===== src/rtl/alu_pkg.sv =====
// Shared opcode/state types and latency constants for the multicycle ALU.
package alu_pkg;

    typedef enum logic [4:0] {
        OP_OR   = 5'd0,
        OP_AND  = 5'd1,
        OP_NOT  = 5'd2,
        OP_ADD  = 5'd3,
        OP_SUB  = 5'd4,
        OP_SHR  = 5'd5,
        OP_SHRA = 5'd6,
        OP_SHL  = 5'd7,
        OP_ROR  = 5'd8,
        OP_ROL  = 5'd9,
        OP_NEG  = 5'd10,
        OP_MUL  = 5'd11,
        OP_DIV  = 5'd12
    } op_t;

    typedef enum logic [2:0] {
        ST_IDLE,
        ST_MUL,
        ST_DIV,
        ST_DIV_FIX,
        ST_DONE
    } state_t;

    localparam logic [4:0] OP_LAST = 5'd12;

    // Cycles from the accepting clock edge's start cycle to the done cycle.
    function automatic int MUL_LAT(input int width);
        return width + 1;
    endfunction

    function automatic int DIV_LAT(input int width);
        return width + 2;
    endfunction

endpackage


===== src/rtl/alu_muldiv_core.sv =====
// Iterative signed multiply (radix-2 Booth) and restoring divide sharing one
// accumulator, shift register and step counter; DIV adds a sign-fix cycle.
module alu_muldiv_core
    import alu_pkg::*;
#(
    parameter int WIDTH = 32
) (
    input  logic             clock_i,
    input  logic             clear_i,
    input  logic             start_i,
    input  logic             div_i,
    input  logic [WIDTH-1:0] a_i,
    input  logic [WIDTH-1:0] b_i,
    output logic             last_o,
    output logic             done_o,
    output logic [WIDTH-1:0] lo_o,
    output logic [WIDTH-1:0] hi_o
);

    localparam int CW = $clog2(WIDTH);
    localparam logic [CW-1:0] CNT_INIT = CW'(WIDTH - 1);

    logic             run_q, run_d;
    logic             fix_q, fix_d;
    logic             div_q, div_d;
    logic             qm1_q, qm1_d;
    logic             qneg_q, qneg_d;
    logic             rneg_q, rneg_d;
    logic [CW-1:0]    cnt_q, cnt_d;
    logic [WIDTH:0]   acc_q, acc_d;
    logic [WIDTH-1:0] sh_q, sh_d;
    logic [WIDTH-1:0] m_q, m_d;

    logic [WIDTH:0]   m_ext;
    logic [WIDTH:0]   booth_sum;
    logic [WIDTH:0]   mul_acc;
    logic [WIDTH-1:0] mul_sh;
    logic [WIDTH:0]   rem_sh;
    logic [WIDTH:0]   rem_diff;

    function automatic logic [WIDTH-1:0] mag(input logic [WIDTH-1:0] x);
        return x[WIDTH-1] ? -x : x;
    endfunction

    // The accumulator carries one guard bit so that subtracting the most
    // negative multiplicand cannot overflow during a Booth step.
    always_comb begin
        m_ext = {m_q[WIDTH-1], m_q};
        case ({sh_q[0], qm1_q})
            2'b01:   booth_sum = acc_q + m_ext;
            2'b10:   booth_sum = acc_q - m_ext;
            default: booth_sum = acc_q;
        endcase
        mul_acc  = {booth_sum[WIDTH], booth_sum[WIDTH:1]};
        mul_sh   = {booth_sum[0], sh_q[WIDTH-1:1]};
        rem_sh   = {acc_q[WIDTH-1:0], sh_q[WIDTH-1]};
        rem_diff = rem_sh - {1'b0, m_q};
    end

    assign last_o = run_q && (cnt_q == '0);
    assign done_o = (last_o && !div_q) || fix_q;
    assign lo_o   = fix_q ? (qneg_q ? -sh_q : sh_q) : mul_sh;
    assign hi_o   = fix_q ? (rneg_q ? -acc_q[WIDTH-1:0] : acc_q[WIDTH-1:0])
                          : mul_acc[WIDTH-1:0];

    always_comb begin
        run_d  = run_q;
        fix_d  = 1'b0;
        div_d  = div_q;
        qm1_d  = qm1_q;
        qneg_d = qneg_q;
        rneg_d = rneg_q;
        cnt_d  = cnt_q;
        acc_d  = acc_q;
        sh_d   = sh_q;
        m_d    = m_q;
        if (start_i && !run_q && !fix_q) begin
            run_d  = 1'b1;
            div_d  = div_i;
            cnt_d  = CNT_INIT;
            acc_d  = '0;
            qm1_d  = 1'b0;
            qneg_d = div_i & (a_i[WIDTH-1] ^ b_i[WIDTH-1]);
            rneg_d = div_i & a_i[WIDTH-1];
            sh_d   = div_i ? mag(a_i) : b_i;
            m_d    = div_i ? mag(b_i) : a_i;
        end else if (run_q) begin
            cnt_d = cnt_q - 1'b1;
            if (div_q) begin
                if (!rem_diff[WIDTH]) begin
                    acc_d = rem_diff;
                    sh_d  = {sh_q[WIDTH-2:0], 1'b1};
                end else begin
                    acc_d = rem_sh;
                    sh_d  = {sh_q[WIDTH-2:0], 1'b0};
                end
            end else begin
                acc_d = mul_acc;
                sh_d  = mul_sh;
                qm1_d = sh_q[0];
            end
            if (last_o) begin
                run_d = 1'b0;
                fix_d = div_q;
            end
        end
    end

    always_ff @(posedge clock_i or posedge clear_i) begin
        if (clear_i) begin
            run_q  <= 1'b0;
            fix_q  <= 1'b0;
            div_q  <= 1'b0;
            qm1_q  <= 1'b0;
            qneg_q <= 1'b0;
            rneg_q <= 1'b0;
            cnt_q  <= '0;
            acc_q  <= '0;
            sh_q   <= '0;
            m_q    <= '0;
        end else begin
            run_q  <= run_d;
            fix_q  <= fix_d;
            div_q  <= div_d;
            qm1_q  <= qm1_d;
            qneg_q <= qneg_d;
            rneg_q <= rneg_d;
            cnt_q  <= cnt_d;
            acc_q  <= acc_d;
            sh_q   <= sh_d;
            m_q    <= m_d;
        end
    end

endmodule


===== src/rtl/alu_multicycle.sv =====
// Registered ALU with single-cycle ops and iterative signed MUL/DIV behind start/busy/done.
// Define ALU_MULTICYCLE_FLAGS_EN to add the registered flag_z/n/c/v outputs.
module alu_multicycle
    import alu_pkg::*;
#(
    parameter  int WIDTH = 32,
    localparam int SHW   = $clog2(WIDTH)
) (
    input  logic             clock,
    input  logic             clear,
    input  logic             start,
    input  logic [4:0]       op,
    input  logic [WIDTH-1:0] A,
    input  logic [WIDTH-1:0] B,
    output logic             busy,
    output logic             done,
    output logic [WIDTH-1:0] result_lo,
    output logic [WIDTH-1:0] result_hi,
    output logic             div_zero
`ifdef ALU_MULTICYCLE_FLAGS_EN
    ,
    output logic             flag_z,
    output logic             flag_n,
    output logic             flag_c,
    output logic             flag_v
`endif
);

    state_t           state_q, state_d;
    logic [WIDTH-1:0] result_lo_q, result_lo_d;
    logic [WIDTH-1:0] result_hi_q, result_hi_d;
    logic             div_zero_q, div_zero_d;

    logic             core_start;
    logic             core_div;
    logic             core_last;
    logic             core_done;
    logic [WIDTH-1:0] core_lo;
    logic [WIDTH-1:0] core_hi;

    logic [SHW-1:0]   shamt;
    int               sh_i;
    logic [WIDTH-1:0] sc_lo;

    assign shamt    = B[SHW-1:0];
    assign sh_i     = int'(shamt);
    assign core_div = (op == OP_DIV);

    alu_muldiv_core #(.WIDTH(WIDTH)) u_core (
        .clock_i (clock),
        .clear_i (clear),
        .start_i (core_start),
        .div_i   (core_div),
        .a_i     (A),
        .b_i     (B),
        .last_o  (core_last),
        .done_o  (core_done),
        .lo_o    (core_lo),
        .hi_o    (core_hi)
    );

    always_comb begin
        sc_lo = '0;
        if (op <= OP_LAST) begin
            case (op)
                OP_OR:   sc_lo = A | B;
                OP_AND:  sc_lo = A & B;
                OP_NOT:  sc_lo = ~A;
                OP_ADD:  sc_lo = A + B;
                OP_SUB:  sc_lo = A - B;
                OP_SHR:  sc_lo = A >> shamt;
                OP_SHRA: sc_lo = $signed(A) >>> shamt;
                OP_SHL:  sc_lo = A << shamt;
                OP_ROR:  sc_lo = (A >> shamt) | (A << (WIDTH - sh_i));
                OP_ROL:  sc_lo = (A << shamt) | (A >> (WIDTH - sh_i));
                OP_NEG:  sc_lo = -A;
                default: sc_lo = '0;
            endcase
        end
    end

    always_comb begin
        state_d     = state_q;
        result_lo_d = result_lo_q;
        result_hi_d = result_hi_q;
        div_zero_d  = div_zero_q;
        core_start  = 1'b0;
        case (state_q)
            ST_IDLE: begin
                if (start) begin
                    div_zero_d = 1'b0;
                    state_d    = ST_DONE;
                    if (op == OP_MUL) begin
                        core_start = 1'b1;
                        state_d    = ST_MUL;
                    end else if (op == OP_DIV && B == '0) begin
                        result_lo_d = '1;
                        result_hi_d = A;
                        div_zero_d  = 1'b1;
                    end else if (op == OP_DIV) begin
                        core_start = 1'b1;
                        state_d    = ST_DIV;
                    end else begin
                        result_lo_d = sc_lo;
                        result_hi_d = '0;
                    end
                end
            end
            ST_MUL: begin
                if (core_done) begin
                    result_lo_d = core_lo;
                    result_hi_d = core_hi;
                    state_d     = ST_DONE;
                end
            end
            ST_DIV: begin
                if (core_last) state_d = ST_DIV_FIX;
            end
            ST_DIV_FIX: begin
                if (core_done) begin
                    result_lo_d = core_lo;
                    result_hi_d = core_hi;
                    state_d     = ST_DONE;
                end
            end
            ST_DONE: state_d = ST_IDLE;
            default: state_d = ST_IDLE;
        endcase
    end

    always_ff @(posedge clock or posedge clear) begin
        if (clear) begin
            state_q     <= ST_IDLE;
            result_lo_q <= '0;
            result_hi_q <= '0;
            div_zero_q  <= 1'b0;
        end else begin
            state_q     <= state_d;
            result_lo_q <= result_lo_d;
            result_hi_q <= result_hi_d;
            div_zero_q  <= div_zero_d;
        end
    end

    assign busy      = (state_q == ST_MUL) || (state_q == ST_DIV) || (state_q == ST_DIV_FIX);
    assign done      = (state_q == ST_DONE);
    assign result_lo = result_lo_q;
    assign result_hi = result_hi_q;
    assign div_zero  = div_zero_q;

`ifdef ALU_MULTICYCLE_FLAGS_EN
    localparam logic [SHW-1:0] W_MOD = SHW'(WIDTH);

    logic flag_z_q, flag_z_d;
    logic flag_n_q, flag_n_d;
    logic flag_c_q, flag_c_d;
    logic flag_v_q, flag_v_d;
    logic sc_c, sc_v;
    logic a_m, b_m, r_m;
    logic sh_ok;

    assign a_m   = A[WIDTH-1];
    assign b_m   = B[WIDTH-1];
    assign r_m   = sc_lo[WIDTH-1];
    assign sh_ok = (shamt != '0) && (sh_i <= WIDTH);

    // Carry out of the MSB recovered from the operand and sum sign bits.
    always_comb begin
        sc_c = 1'b0;
        sc_v = 1'b0;
        case (op)
            OP_ADD: begin
                sc_c = (a_m & b_m) | ((a_m ^ b_m) & ~r_m);
                sc_v = (a_m == b_m) && (r_m != a_m);
            end
            OP_SUB: begin
                sc_c = (a_m & ~b_m) | (~(a_m ^ b_m) & ~r_m);
                sc_v = (a_m != b_m) && (r_m != a_m);
            end
            OP_NEG: begin
                sc_c = (A == '0);
                sc_v = a_m & r_m;
            end
            OP_SHR, OP_SHRA, OP_ROR: sc_c = sh_ok ? A[shamt - 1'b1] : 1'b0;
            OP_SHL, OP_ROL:          sc_c = sh_ok ? A[W_MOD - shamt] : 1'b0;
            default: ;
        endcase
    end

    always_comb begin
        flag_z_d = flag_z_q;
        flag_n_d = flag_n_q;
        flag_c_d = flag_c_q;
        flag_v_d = flag_v_q;
        if (state_q == ST_IDLE && start && !core_start) begin
            flag_z_d = (result_lo_d == '0);
            flag_n_d = result_lo_d[WIDTH-1];
            flag_c_d = sc_c;
            flag_v_d = sc_v;
        end else if (core_done && (state_q == ST_MUL || state_q == ST_DIV_FIX)) begin
            flag_z_d = (result_lo_d == '0);
            flag_n_d = result_lo_d[WIDTH-1];
            flag_c_d = 1'b0;
            flag_v_d = (state_q == ST_MUL) && (result_hi_d != {WIDTH{result_lo_d[WIDTH-1]}});
        end
    end

    always_ff @(posedge clock or posedge clear) begin
        if (clear) begin
            flag_z_q <= 1'b0;
            flag_n_q <= 1'b0;
            flag_c_q <= 1'b0;
            flag_v_q <= 1'b0;
        end else begin
            flag_z_q <= flag_z_d;
            flag_n_q <= flag_n_d;
            flag_c_q <= flag_c_d;
            flag_v_q <= flag_v_d;
        end
    end

    assign flag_z = flag_z_q;
    assign flag_n = flag_n_q;
    assign flag_c = flag_c_q;
    assign flag_v = flag_v_q;
`endif

endmodule


===== config.mk =====
export PLATFORM = sky130hd
export DESIGN_NAME = alu_multicycle
export DESIGN_NICKNAME = d
export VERILOG_FILES = /design/src/rtl/alu_pkg.sv /design/src/rtl/alu_muldiv_core.sv /design/src/rtl/alu_multicycle.sv
export SDC_FILE = /design/constraint.sdc
export NUM_CORES = 2
export LEC_CHECK = 0
export ABC_AREA = 1
export BUFFER_PORTS_ARGS = -buffer_cell sky130_fd_sc_hd__buf_4
export CORE_MARGIN = 4
export CORE_UTILIZATION = 35
export CTS_CLUSTER_SIZE = 28
export DETAILED_ROUTE_END_ITERATION = 6
export PLACE_DENSITY = 0.54
export SKIP_LAST_GASP = 1
export SYNTH_ARGS = -nofsm -noshare
export SYNTH_HDL_FRONTEND = slang
export SYNTH_HIERARCHICAL = 1
export SYNTH_SLANG_ARGS = --single-unit

===== constraint.sdc =====
create_clock -name clock -period 8.4 [get_ports clock]
set_input_delay 0.42 -clock clock [delete_from_list [all_inputs] [get_ports clock]]
set_output_delay 0.42 -clock clock [all_outputs]
set_load 0.01 [all_outputs]

# After elaboration in Yosys (flattened, before gate mapping)
# Cells that the tools add are included.
# totals
reg_bits	176
out_inout_bits	67
# op_classes
addsub	11
magnitude_cmp	1
eq_ne	24
shift	5
n_mux	56
bitwise	8
n_reduce_logical	22
# ops
op	n
$mux 32	22
$pmux 32 s11	1
$mux 33	4
$neg 32->32	4
$pmux 32 s2	2
$or 32x32->32	3
$pmux 33 s2	1
$add 33x33->33	1
$sub 33x32->33	1
$sub 33x33->33	1
$add 32x32->32	1
$and 32x32->32	1
$logic_not 32->1	1
$not 32->32	1
$shl 32x32->32	1
$shl 32x5->32	1
$shr 32x32->32	1
$shr 32x5->32	1
$sshr 32x5->32	1
$sub 32x32->32	1
$eq 5x4->1 const B	5
$eq 5x3->1 const B	4
$mux 3	6
$mux 1	17
other kinds (27)	45

# Logic depth before layout (Yosys ltp)
# logic_depth
word_depth	10
ltp_mapped	29
mapped_depth_nobuf	29

# By module
# Netlist, hierarchy kept.
# modules_own_cells
mod	instances	cells_each	area_per_inst_um2	seq_area_each_um2
alu_muldiv_core	1	2756	15994.1	2702.6
alu_multicycle	1	3190	15800.2	1701.6

# Worst setup path before layout
# No wires, ideal clock.
# synth_timing
path_type	input port to flip-flop
startpoint	in B[1]
endpoint	reg result_lo_q[31] (netlist: result_lo[31])
setup_time_ns	0.116
arrival_time_ns	3.722
required_ns	8.284
slack_ns	4.561
cell_stages	25
n_path_buf	3
cell_sequence	buf_4 inv_1 buf_2 buf_2 ha_1 nand3_1 nor2_1 nand4_1 nand2b_1 nor2_1 nor2_1 nor2_1 o21ai_0 xor2_1 ha_1 inv_1 nor3_1 nand2_1 or2_2 nand3_1 nand2_1 nand3_1 nand3_1 nand2_1 nand2_1
# synth_via
elab_chain_len	10
word_cells_on_any_way	21
# synth_rtl
item	line	text
start: declaration	alu_multicycle.sv:14	input logic [WIDTH-1:0] B,
$sub 6x5->7	alu_multicycle.sv:74, alu_multicycle.sv:75	
$shr 32x32->32 or $shl 32x32->32 (tied branches)	alu_multicycle.sv:75, alu_multicycle.sv:74	
$or 32x32->32, on equally long branches	alu_multicycle.sv:75, alu_multicycle.sv:74	
$pmux 32 s11	alu_multicycle.sv:65	case (op)
$mux 32	alu_multicycle.sv:64	if (op <= OP_LAST) begin
$mux 32	alu_multicycle.sv:100	end else if (op == OP_DIV) begin
$mux 32	alu_multicycle.sv:96	end else if (op == OP_DIV && B == '0) begin
$mux 32	alu_multicycle.sv:93	if (op == OP_MUL) begin
$mux 32	alu_multicycle.sv:90	if (start) begin
$pmux 32 s2	alu_multicycle.sv:88	case (state_q)
end signal: assignment	alu_multicycle.sv:139	result_lo_q <= result_lo_d;
end: declaration	alu_multicycle.sv:30	logic [WIDTH-1:0] result_lo_q, result_lo_d;
# Parallel ways exist; a longest one is shown, timed or not. The select of a mux whose other input is x is not followed.
# A chain may end at the register's enable or synchronous reset.

# Worst setup path after layout
# layout_timing
startpoint	in B[1]
endpoint	reg u_core.sh_q[18]
# layout_via
elab_chain_len	9
word_cells_on_any_way	10
# layout_rtl
item	line	text
$logic_not 32->1 (*)	alu_multicycle.sv:96	
$logic_and 1x1->1 (*)	alu_multicycle.sv:96	
$mux 1 (*)	alu_multicycle.sv:96	
$mux 1 (*)	alu_multicycle.sv:93	
$mux 1 (*)	alu_multicycle.sv:90	
$mux 1 (*)	alu_multicycle.sv:88	
named net core_start	alu_multicycle.sv:34	logic core_start;
$logic_and 1x1->1 (*) (2 in a row)	alu_muldiv_core.sv:77	if (start_i && !run_q && !fix_q) begin
$mux 32 or $reduce_bool 2->1 (tied branches)	n/a	
end signal: assignment	alu_muldiv_core.sv:119	sh_q <= '0;
end signal: assignment	alu_muldiv_core.sv:130	sh_q <= sh_d;
end: declaration	alu_muldiv_core.sv:31	logic [WIDTH-1:0] sh_q, sh_d;
# The timed path passes the listed nets; every way through them passes the cells marked *.

==> flow_summary.json <==
{
  "multi_input_area_sq_mm": 0.0240,
  "p_sw_w": 0.00645,
  "worst_ep_required_time_ns": 8.70,
  "finClkSkew_ns": 0.0260,
  "vias": 41900,
  "grt_max_degree": 67,
  "portBuffers": 138,
  "pwr_density_cell_mw_per_mm2": 303,
  "grt_antenna_before_repair": 7,
  "status": "complete, but fails checks",
  "setup_viol": 0,
  "overflow": 0,
  "synth_ff_type": "dfrtp_1",
  "synth-simple-area-share_pct": 50.4,
  "die_x_microns": 309,
  "tightest_slew_ns": 1.12,
  "drc": 6,
  "power_w": 0.0103,
  "num-fill-cells": 10500,
  "die_h_microns": 309,
  "num_rows": 110,
  "synth_top_family_by_area": "simple AND/OR/NAND/NOR gates",
  "ys_ff_latch": 176,
  "drv_cap": 0,
  "ir_drop_v": 0.000189,
  "synth_area_sq_mm": 0.0318,
  "slew-limit-headroom_pct": 25.1,
  "rsz0062_at_grt": "no",
  "grt_pass1_wl_mm": 274,
  "grt_pass1_vias": 38700,
  "htree_levels": 4,
  "synth.avg_cell_area_sq_um": 5.35,
  "layout_setup_ws_ns": 3.43,
  "fp.coreArea_sq_mm": 0.0900,
  "final_antenna_net_count": 0,
  "cts_inserted_buffers": 17,
  "preCtsSetupSlack_ns": 3.01,
  "postCtsSetupBuffers": 0,
  "r2r_slack_ns": 3.51,
  "gp_congestion": 1.05,
  "hold_viol": 0,
  "power.share.switching_pct": 62.5,
  "drtIter0Drc": 5488,
  "power.internal_w": 0.00387,
  "seqPwrFrac_pct": 16.6,
  "yosys_warnings": 6,
  "register_area_sq_mm": 0.00441,
  "fin_crit_sh_pct": 59.1,
  "vias_per_cell": 5.92,
  "grt_use_total_pct": 39.3,
  "finalNetCount": 6058,
  "hpwl_mm": 149,
  "cts.clk_slew.worst_paths_ns": 0.08,
  "synth_mux_area_share_pct": 0.189,
  "postPlaceCellArea_sq_mm": 0.0335,
  "netlist_instances": 5946,
  "synth_edf_count": 0,
  "synth-xor-area-share_pct": 3.80,
  "clk_latency_ns": 0.48,
  "clk_path_buf_depth": 2,
  "start_util_pct": 35.3,
  "fmax_ghz": 0.201,
  "clock-root-buffer": "clkbuf_16",
  "ys_types": 66,
  "wl_per_cell_microns": 27.5,
  "die-area_sq_mm": 0.0957,
  "num_io_pins": 139,
  "worstPathArrival_ns": 5.27,
  "p_comb_share_pct": 75.2,
  "wl_mm": 194,
  "path_max_fanout": 56,
  "final_area_sq_mm": 0.0341,
  "post-route-min-period_ns": 4.97,
  "synthesis.nets": 6130,
  "tritoncts": "done",
  "synth_compound_area_share_pct": 16.2,
  "firstDrtPassIters": 7,
  "violations": "design-rule violations",
  "tns_ns": 0,
  "maxSlewViolCount": 0,
  "power_leakage_nw": 17.2,
  "worstSetupEndpointType": "register",
  "ys_seq_area_share_pct": 13.9,
  "start_kind": "input port",
  "synthAdderAreaFrac_pct": 4.48,
  "clock-sinks": 176,
  "min_path_type": "input port to register",
  "syn2layout_area_growth_pct": 7.26,
  "layout-drive-gt1-share_pct": 7.59,
  "ys_async_sr_fraction_pct": 100,
  "crit_type": "input port to register",
  "p_clk_share_pct": 8.2
}
[power by group through the flow]
stage | clock, W | sequential [W] | combinational [W]
6_report | 0.000844 | 0.00171 | 0.00777
2_1_floorplan | 0 | 0.00150 | 0.00512
3_3_place_gp | 0 | 0.00171 | 0.00757
3_5_place_dp | 0 | 0.00171 | 0.00759
4_1_cts | 0.000860 | 0.00169 | 0.00762
5_1_grt | 0.000889 | 0.00174 | 0.00852
[logic make-up (layout without fill, tap and decap cells)]
kind of cell,after synthesis,count (layout)
muxes,6,6
xor gates and xnor gates,137,137
adders and majority gates,112,112
and+or+nand+nor,3722,3722
DFF,176,176
AOI/OAI and AO/OA,922,922
buffers and inverters,871,812
other,0,6
[worst max-delay path: stages]
cell and delay (ns):
buf_4 0.19, inv_2 0.07, buf_4 0.33, ha_2 0.42
nand3_1 0.14, nor2_1 0.17, nand4_1 0.23, o21ai_1 0.75
a21oi_1 0.45, nand3_4 0.48, inv_2 0.30, buf_4 0.34
nor2_4 0.13, buf_4 0.56, a22oi_1 0.20
[state kept, by name, indices dropped and copies added, names as in the netlist]
| signal | count |
|---|---|
| div_zero | 1 |
| result_hi | 32 |
| result_lo | 32 |
| state_q | 3 |
| u_core/acc_q | 33 |
| u_core/cnt_q | 5 |
| u_core/div_q | 1 |
| u_core/fix_q | 1 |
| u_core/m_q | 32 |
| u_core/qm1_q | 1 |
| u_core/qneg_q | 1 |
| u_core/rneg_q | 1 |
| u_core/run_q | 1 |
| u_core/sh_q | 32 |
[layer usage]
metal  track usage [%]  share of wire [%]
met1              46.8                 37
met2              61.6                 43
met3              7.71                9.5
met4              32.3                 10
met5                 0              0.019
[cell usage in the layout, fill, tap and decap left out, types with 18 or more instances in the layout]
cell / instances
o21ai_0: 341
dfrtp_1: 175
xor2_1: 123
nor2_2: 22
o21ai_1: 69
nand2_1: 1987
a21oi_1: 300
o31ai_1: 38
o211ai_1: 49
inv_2: 46
nand2_2: 38
nand3b_1: 18
nor3_1: 52
inv_1: 531
ha_1: 108
a31oi_1: 44
nand3_2: 21
or2_2: 18
buf_4: 193
nor2_1: 641
nand3_1: 769
nand4_1: 84
[timing repair]
action / CTS / global route
endpoints found under the setup margin: 0 / 0
hold buffers: 1 / 0
hold endpoints to repair: 11 / 0
gates resized for setup: 0 / 0
[cell type report]
type                    instances  area share, %
clock inverters                13          0.407
inverters                     586           6.46
well taps                    1176           4.31
clock buffers                  19           1.33
flip-flops and latches        176           12.9
multi-input cells            4899           70.2
repair buffers                194           4.28
diodes                          6         0.0440
[synthesized netlist by cell type, types with 4 or more instances]
master | count | area (sq um)
o21ai_0 | 341 | 1710
o21bai_1 | 17 | 128
nand3_2 | 22 | 220
a31oi_1 | 44 | 275
o31ai_1 | 38 | 285
nand3_1 | 769 | 3850
o21ai_2 | 10 | 87.6
inv_1 | 536 | 2010
nor2_4 | 13 | 146
nor3_2 | 11 | 110
a21oi_2 | 7 | 61.3
nor2_2 | 24 | 150
buf_6 | 12 | 135
buf_4 | 15 | 113
mux2i_1 | 6 | 60.1
or2_2 | 18 | 113
or2_1 | 4 | 25.0
a22oi_1 | 10 | 75.1
ha_1 | 109 | 1360
a211oi_1 | 4 | 30.0
nor2_1 | 643 | 2410
o22ai_1 | 12 | 75.1
xnor2_1 | 12 | 105
buf_1 | 36 | 135
clkbuf_1 | 137 | 514
nor3_1 | 52 | 260
nand2_2 | 38 | 238
a21oi_1 | 300 | 1500
o211ai_1 | 49 | 368
nand3b_1 | 18 | 135
nand2_1 | 1988 | 7460
xor2_1 | 124 | 1090
inv_2 | 43 | 161
nand4_1 | 84 | 526
dfrtp_1 | 176 | 4400
a21o_1 | 4 | 30.0
clkinv_1 | 6 | 22.5
buf_2 | 85 | 425
o21ai_1 | 69 | 345
nor4_1 | 14 | 87.6
[path summary, 6_finish.rpt]
kind | startpoint | to | cells past startpoint
hold / removal | start | div_zero | 4
setup reg to reg | u_core/sh_q[0] | result_hi[26] | 22
hold reg to reg | result_hi[13] | result_hi[13] | 2
setup / recovery | B[1] | u_core/sh_q[18] | 15
min in group asynchronous | clear | result_lo[28] | 3
max in group asynchronous | clear | u_core/fix_q | 4
[per-stage QoR]
| step | utilization [%] | cells | hold slack [ns] |
|---|---|---|---|
| 3_3_place_gp | 37.2 | 7030 | 0.467 |
| 6_report | 37.9 | 7069 | 0.298 |
| 4_1_cts | 37.9 | 7063 | 0.272 |
| 3_5_place_dp | 37.2 | 7030 | 0.467 |
| 5_1_grt | 37.9 | 7063 | 0.314 |
| 2_1_floorplan | - | 5946 | 0.458 |
Power figures use the tool's default switching activity.
